[config.mk]
export PLATFORM = sky130hd
export DESIGN_NAME = led_mode_controller_flat
export DESIGN_NICKNAME = d
export VERILOG_FILES = /design/src/rtl/led_mode_controller_if.sv /design/src/rtl/led_mode_controller.sv /design/src/flat_wrapper.sv
export SDC_FILE = /design/constraint.sdc
export NUM_CORES = 1
export LEC_CHECK = 0
export ABC_CLOCK_PERIOD_IN_PS = 1950
export CORE_MARGIN = 1
export CORE_UTILIZATION = 26
export CTS_CLUSTER_DIAMETER = 150
export DETAILED_ROUTE_END_ITERATION = 6
export HOLD_SLACK_MARGIN = 0.02
export SLEW_MARGIN = 20
export SYNTH_ARGS = -nofsm -noshare
export SYNTH_HDL_FRONTEND = slang
export SYNTH_SLANG_ARGS = --single-unit
export TNS_END_PERCENT = 5
[constraint.sdc]
create_clock -name CLOCK -period 1.95 [get_ports CLOCK]
set_input_delay 0.195 -clock CLOCK [delete_from_list [all_inputs] [get_ports CLOCK]]
set_output_delay 0.195 -clock CLOCK [all_outputs]
set_load 0.01 [all_outputs]
[src/rtl/led_mode_controller_if.sv]
// Switch and LED signal bundle for led_mode_controller.
// The master side drives the active-low switches; the slave side (the
// controller) drives the LED outputs and reports the current modes.
interface led_mode_controller_if;
  logic       switch1;
  logic       switch2;
  logic       switch4;
  logic       led_green;
  logic       led_blue;
  logic [1:0] mode_green;
  logic [1:0] mode_blue;

  modport master (
    output switch1, switch2, switch4,
    input  led_green, led_blue, mode_green, mode_blue
  );

  modport slave (
    input  switch1, switch2, switch4,
    output led_green, led_blue, mode_green, mode_blue
  );
endinterface

[src/rtl/led_mode_controller.sv]
// Two-LED mode controller: three debounced active-low switches step the
// green/blue mode FSMs (OFF -> ON -> SLOW -> FAST -> OFF) or force both OFF,
// and a free-running shared timebase drives the blink patterns.
module led_mode_controller #(
  parameter int DEBOUNCE_CYCLES = 50000,
  parameter int TICK_DIV        = 1500000
) (
  input logic                  CLOCK,
  input logic                  RESET_N,
  led_mode_controller_if.slave led_if
);

  localparam int DW = (DEBOUNCE_CYCLES > 2) ? $clog2(DEBOUNCE_CYCLES) : 1;
  localparam int PW = (TICK_DIV > 2) ? $clog2(TICK_DIV) : 1;
  localparam logic [DW-1:0] DB_LAST   = DW'(DEBOUNCE_CYCLES - 1);
  localparam logic [PW-1:0] TICK_LAST = PW'(TICK_DIV - 1);

  typedef enum logic [1:0] {
    M_OFF  = 2'd0,
    M_ON   = 2'd1,
    M_SLOW = 2'd2,
    M_FAST = 2'd3
  } mode_e;

  // Bit 0 = switch1 (green), bit 1 = switch2 (blue), bit 2 = switch4 (all off).
  logic [2:0]    sw_raw;
  logic [2:0]    sync1_q;
  logic [2:0]    sync2_q;
  logic [2:0]    level_q;
  logic [2:0]    arm_q;
  logic [2:0]    press_q;
  logic [1:0]    vld_q;
  logic [DW-1:0] cnt_q [3];

  mode_e         mode_green_q;
  mode_e         mode_blue_q;

  logic [PW-1:0] presc_q;
  logic [2:0]    phase_q;
  logic          tick;

  logic          led_green_q;
  logic          led_blue_q;

  assign sw_raw = {led_if.switch4, led_if.switch2, led_if.switch1};
  assign tick   = (presc_q == TICK_LAST);

  function automatic mode_e next_mode(input mode_e m);
    case (m)
      M_OFF:   next_mode = M_ON;
      M_ON:    next_mode = M_SLOW;
      M_SLOW:  next_mode = M_FAST;
      default: next_mode = M_OFF;
    endcase
  endfunction

  function automatic logic led_value(input mode_e m, input logic [2:0] ph);
    case (m)
      M_OFF:   led_value = 1'b0;
      M_ON:    led_value = 1'b1;
      M_SLOW:  led_value = ph[2];
      default: led_value = ph[0];
    endcase
  endfunction

  // Synchronize, debounce and edge-detect each switch. vld_q marks when the
  // synchronizer holds real post-reset samples; a switch only becomes armed
  // once it is seen released, so a switch held through reset raises no event
  // until it is released and pressed again.
  always_ff @(posedge CLOCK or negedge RESET_N) begin
    if (!RESET_N) begin
      sync1_q <= '1;
      sync2_q <= '1;
      level_q <= '1;
      arm_q   <= '0;
      press_q <= '0;
      vld_q   <= '0;
      for (int i = 0; i < 3; i++) cnt_q[i] <= '0;
    end else begin
      sync1_q <= sw_raw;
      sync2_q <= sync1_q;
      vld_q   <= {vld_q[0], 1'b1};
      for (int i = 0; i < 3; i++) begin
        press_q[i] <= 1'b0;
        if (vld_q[1] && sync2_q[i]) arm_q[i] <= 1'b1;
        if (sync2_q[i] == level_q[i]) begin
          cnt_q[i] <= '0;
        end else if (cnt_q[i] == DB_LAST) begin
          level_q[i] <= sync2_q[i];
          cnt_q[i]   <= '0;
          press_q[i] <= ~sync2_q[i] & arm_q[i];
        end else begin
          cnt_q[i] <= cnt_q[i] + DW'(1);
        end
      end
    end
  end

  // Mode FSMs: switch4 forces both OFF and beats any same-cycle step event.
  always_ff @(posedge CLOCK or negedge RESET_N) begin
    if (!RESET_N) begin
      mode_green_q <= M_OFF;
      mode_blue_q  <= M_OFF;
    end else if (press_q[2]) begin
      mode_green_q <= M_OFF;
      mode_blue_q  <= M_OFF;
    end else begin
      if (press_q[0]) mode_green_q <= next_mode(mode_green_q);
      if (press_q[1]) mode_blue_q  <= next_mode(mode_blue_q);
    end
  end

  // Shared free-running timebase; never restarted so blinking LEDs stay aligned.
  always_ff @(posedge CLOCK or negedge RESET_N) begin
    if (!RESET_N) begin
      presc_q <= '0;
      phase_q <= '0;
    end else if (tick) begin
      presc_q <= '0;
      phase_q <= phase_q + 3'd1;
    end else begin
      presc_q <= presc_q + PW'(1);
    end
  end

  // Registered LED drives, one cycle behind the mode and phase registers.
  always_ff @(posedge CLOCK or negedge RESET_N) begin
    if (!RESET_N) begin
      led_green_q <= 1'b0;
      led_blue_q  <= 1'b0;
    end else begin
      led_green_q <= led_value(mode_green_q, phase_q);
      led_blue_q  <= led_value(mode_blue_q, phase_q);
    end
  end

  assign led_if.led_green  = led_green_q;
  assign led_if.led_blue   = led_blue_q;
  assign led_if.mode_green = mode_green_q;
  assign led_if.mode_blue  = mode_blue_q;

endmodule

[src/flat_wrapper.sv]
// flat-port wrapper written by rule: the top's interface ports become plain ports
module led_mode_controller_flat 
#(
  parameter int DEBOUNCE_CYCLES = 50000,
  parameter int TICK_DIV        = 1500000
)
  (CLOCK, RESET_N, led_if_switch1, led_if_switch2, led_if_switch4, led_if_led_green, led_if_led_blue, led_if_mode_green, led_if_mode_blue);
  led_mode_controller_if led_if_i ();
  input logic CLOCK;
  input logic RESET_N;
  input wire logic [$bits(led_if_i.switch1)-1:0] led_if_switch1;
  input wire logic [$bits(led_if_i.switch2)-1:0] led_if_switch2;
  input wire logic [$bits(led_if_i.switch4)-1:0] led_if_switch4;
  output wire logic [$bits(led_if_i.led_green)-1:0] led_if_led_green;
  output wire logic [$bits(led_if_i.led_blue)-1:0] led_if_led_blue;
  output wire logic [$bits(led_if_i.mode_green)-1:0] led_if_mode_green;
  output wire logic [$bits(led_if_i.mode_blue)-1:0] led_if_mode_blue;
  assign led_if_i.switch1 = led_if_switch1;
  assign led_if_i.switch2 = led_if_switch2;
  assign led_if_i.switch4 = led_if_switch4;
  assign led_if_led_green = led_if_i.led_green;
  assign led_if_led_blue = led_if_i.led_blue;
  assign led_if_mode_green = led_if_i.mode_green;
  assign led_if_mode_blue = led_if_i.mode_blue;
  led_mode_controller #(.DEBOUNCE_CYCLES(DEBOUNCE_CYCLES), .TICK_DIV(TICK_DIV)) u_core (.CLOCK(CLOCK), .RESET_N(RESET_N), .led_if(led_if_i));
endmodule
==> results.md, run 1 <==
* Post-Syn Area per Cell at 10.7 sq um
* HP Class: in -> reg
* Clock Sinks at 95
* Critical path capture point type: flop
* DRC at 0
* Reg2reg setup slack at 130 ps
* Buf/Inv on CP at 0
* Die Height at between 100 and 150 um
* Largest net degree at the start of global routing at 37
* Element type at the critical path start: flop
* Final cell count without fillers at 663
* GR Overflow Total at 0
* Post-CTS Resized at 0
* Crit path kind: reg -> reg
* Post-DR wirelength/cell at 11.6 um
* Status: complete, no violations
* CP peak stage delay at around 560 ps
* Fraction of registers with async set/reset at 100%
* Worst EP required at 2210 ps
* RePlAce Congestion at 0.836
* Maxcap violations at 0
* Reg-to-Reg End: u_core.level_q[0]
* RSZ-0062 raised after global routing: no
* Unique masters post-synth at 38
* Vias at between 2,000 and 3,000
* First-pass GRT wire length at 13,600 um
* Vias in the first global route at 2,905
* Io pins at 11
* CP arrival at 2090 ps
* 1st-iter DRT viols at 184
* Clk_lat worst skew at around 340 ps
* Final ANT Viol Nets at 0
* Maximum vdd drop at approximately 0.43 mV
* #FFs+latches synth at between 90 and 100
* GRT Overall Usage at 9.52%
* Primary FF master, synth: dfrtp_1
* Port Buf Inserts at 10
* DR pass1 iterations at 4
* Post-synth EDFFs at 0
* Fill cells at 1,638
* Cells after synthesis at 409
* Clk pin slew, worst setup/hold paths at 60 ps
* Post-synth net total at 427
* Reg2reg path depth at 4
* Mapped Area at 4380 sq um
* WP depth at 4
* TNS Setup at 0 ps
* # rows at 47
* Multi-input gate area at 1910 sq um
* FMAX at 549 MHz
* Htree depth at 3
* Reg-to-reg critical path startpoint: u_core.cnt_q[45]
* Nets at 456
* Yosys warns at 0
* Drt via density at ~4.5
* Antenna Diode Count at 0
* Critical path's slowest cell: or4_4
* Total core area at 16,500 sq um
* Share of layout cells above drive strength 1 at 11.3%
* Area grow syn2layout at 18.4%
* Die W at 132 um
* Hpwl dp at 5470 um
* Inst Count DP at approximately 650
* Initial Util at 26.5%
* Final core occ at 31.4%
* Setup violations, final at 0
* Sequential cell area at 2390 sq um
* Top delay family on crit path: simple AND/OR/NAND/NOR gates
* Clock power share at 48.5%
* Critical path fanouts, max at 4
* Slew Limit Fails at 0
* Seq pwr share at roughly half
* PD cells at just under 800 nW/um^2
* Internal at 3320 uW
* Seq/Total Area, Yosys at 54.5%
* Sw power at between 800 and 900 uW
* Layout Skew at 8.39 ps
* CP Cell Sequence: nor4_2 > nand3_2 > or4_4 > mux2_4
* Final Cycle Share at 93.5%
* Worst Setup SP: u_core.cnt_q[45]
* Setup crit end: u_core.level_q[0]
* Sw frac at 19.5%
* Number of antenna violations at the first check in global routing at 0
* DIE AREA at 17,400 sq um
* Hold Vio Cnt, Final at 0
* Hold Buf Count CTS at 1
* CTS tree: yes
* Comb pwr share at under 10%
* Leakage Power at 0.00210 uW
* Total CTS buffers at 9
* CTS Buffer Depth at 2
* Root Buffer: clkbuf_16
* Routed WL at approximately 7700 um
* Post-CTS setup buffers at 0
* Period minus WS final at 1820 ps
==> Yosys cell counts, types with 3 or more instances <==
library cell	instances	area [sq um]
xor2_1	16	140
nand4_1	17	106
a21o_1	3	22.5
nor2_1	71	267
ha_1	13	163
mux2i_1	4	40.0
nand2_1	17	63.8
and4_1	4	35.0
nor4_1	17	106
dfstp_2	9	236
and3_1	7	43.8
a21oi_1	3	15.0
inv_1	17	63.8
mux2_2	3	33.8
dfrtp_1	86	2150
nand3_1	24	120
xnor2_1	46	403
nor4bb_1	4	40.0
nor3_1	22	110
==> placed cells by master (no fill, tap or decap), drive strengths merged, types with 4 or more instances in the layout <==
cell type and count:
buf 12, nor4bb 4, dfrtp 86, and4 4
nor2 71, clkdlybuf4s50 9, nand2 17, nor4 18
nor3 22, inv 17, and3 8, nand4 17
nand3 26, mux2 4, mux2i 4, xnor2 46
clkbuf 10, ha 13, xor2 16, dfstp 9
==> layout make-up <==
class                      instances  share of cell area (%)
timing repair buffer              22                    3.91
multi-input combinational        293                    36.8
clock inverter                     6                    2.07
clock buffer                      10                    4.61
inverter                          17                    1.23
sequential                        95                    46.1
tap                              220                    5.31
==> registers in the layout, summed over array words and instances, names as in the netlist, 2 cells and up <==
signal and count:
u_core.cnt_q 48, u_core.presc_q 21, u_core.arm_q 3, u_core.level_q 3
u_core.phase_q 3, u_core.press_q 3, u_core.sync1_q 3, u_core.sync2_q 3
u_core.led_if.mode_blue 2, u_core.led_if.mode_green 2, u_core.vld_q 2
==> logic make-up after synthesis <==
logic type               synth area share, %
XOR/XNOR                                12.4
buffers and inverters                   1.86
other                                 0.0856
flip-flops                              54.5
multiplexers                            2.03
AND/OR/NAND/NOR                         23.2
AO/OA/AOI/OAI                           2.17
adder cells (fa/ha/maj)                 3.71
==> through the flow <==
step	setup WS [ps]	hold WS [ps]	total power [uW]	area, sq um
2_1_floorplan	216	-101	2090	4380
3_3_place_gp	169	134	2160	4830
3_5_place_dp	147	140	2160	4830
4_1_cts	123	254	4190	5190
5_1_grt	56.0	271	4300	5190
6_report	127	270	4120	5190
==> worst min path at each step <==
stage | end | startpoint | cells after the start | slack, ps
after floorplan | u_core.arm_q[0] | RESET_N | 0 | -100
after global placement | u_core.presc_q[19] | RESET_N | 1 | 130
after CTS | u_core.sync1_q[1] | led_if_switch2 | 1 | 250
after detailed placement | u_core.presc_q[12] | RESET_N | 1 | 140
after global routing | u_core.sync1_q[2] | led_if_switch4 | 1 | 270
final | u_core.sync1_q[1] | led_if_switch2 | 1 | 270
==> per-layer routing <==
layer  routed length [um]  GRT usage, %  vias up
li1                     -             -     1471
met1                 3770          12.4     1450
met2                 3630          15.3       25
met3                  177          2.38        7
met4                   92          3.36        0
met5                    0             0        -
==> power by group through the flow <==
stage                     Clock, uW  Sequential [uW]  Combinational [uW]
after floorplan                   0             2050                37.4
after global placement            0             2060                 103
after detailed placement          0             2060                 105
after CTS                      2060             2020                 107
after global routing           2150             2020                 119
final                          2000             2020                 102
(Power assumes the default switching activity.)
==> run 2, diff against run 1 <==
--- a/config.mk
+++ b/config.mk
@@ -10,6 +10,7 @@
 export CORE_UTILIZATION = 26
 export CTS_CLUSTER_DIAMETER = 150
 export DETAILED_ROUTE_END_ITERATION = 6
+export GPL_ROUTABILITY_DRIVEN = 0
 export HOLD_SLACK_MARGIN = 0.02
 export SLEW_MARGIN = 20
 export SYNTH_ARGS = -nofsm -noshare
==> results of run 2 <==
Final layout, timing and power as in run 1 (identical DEF).
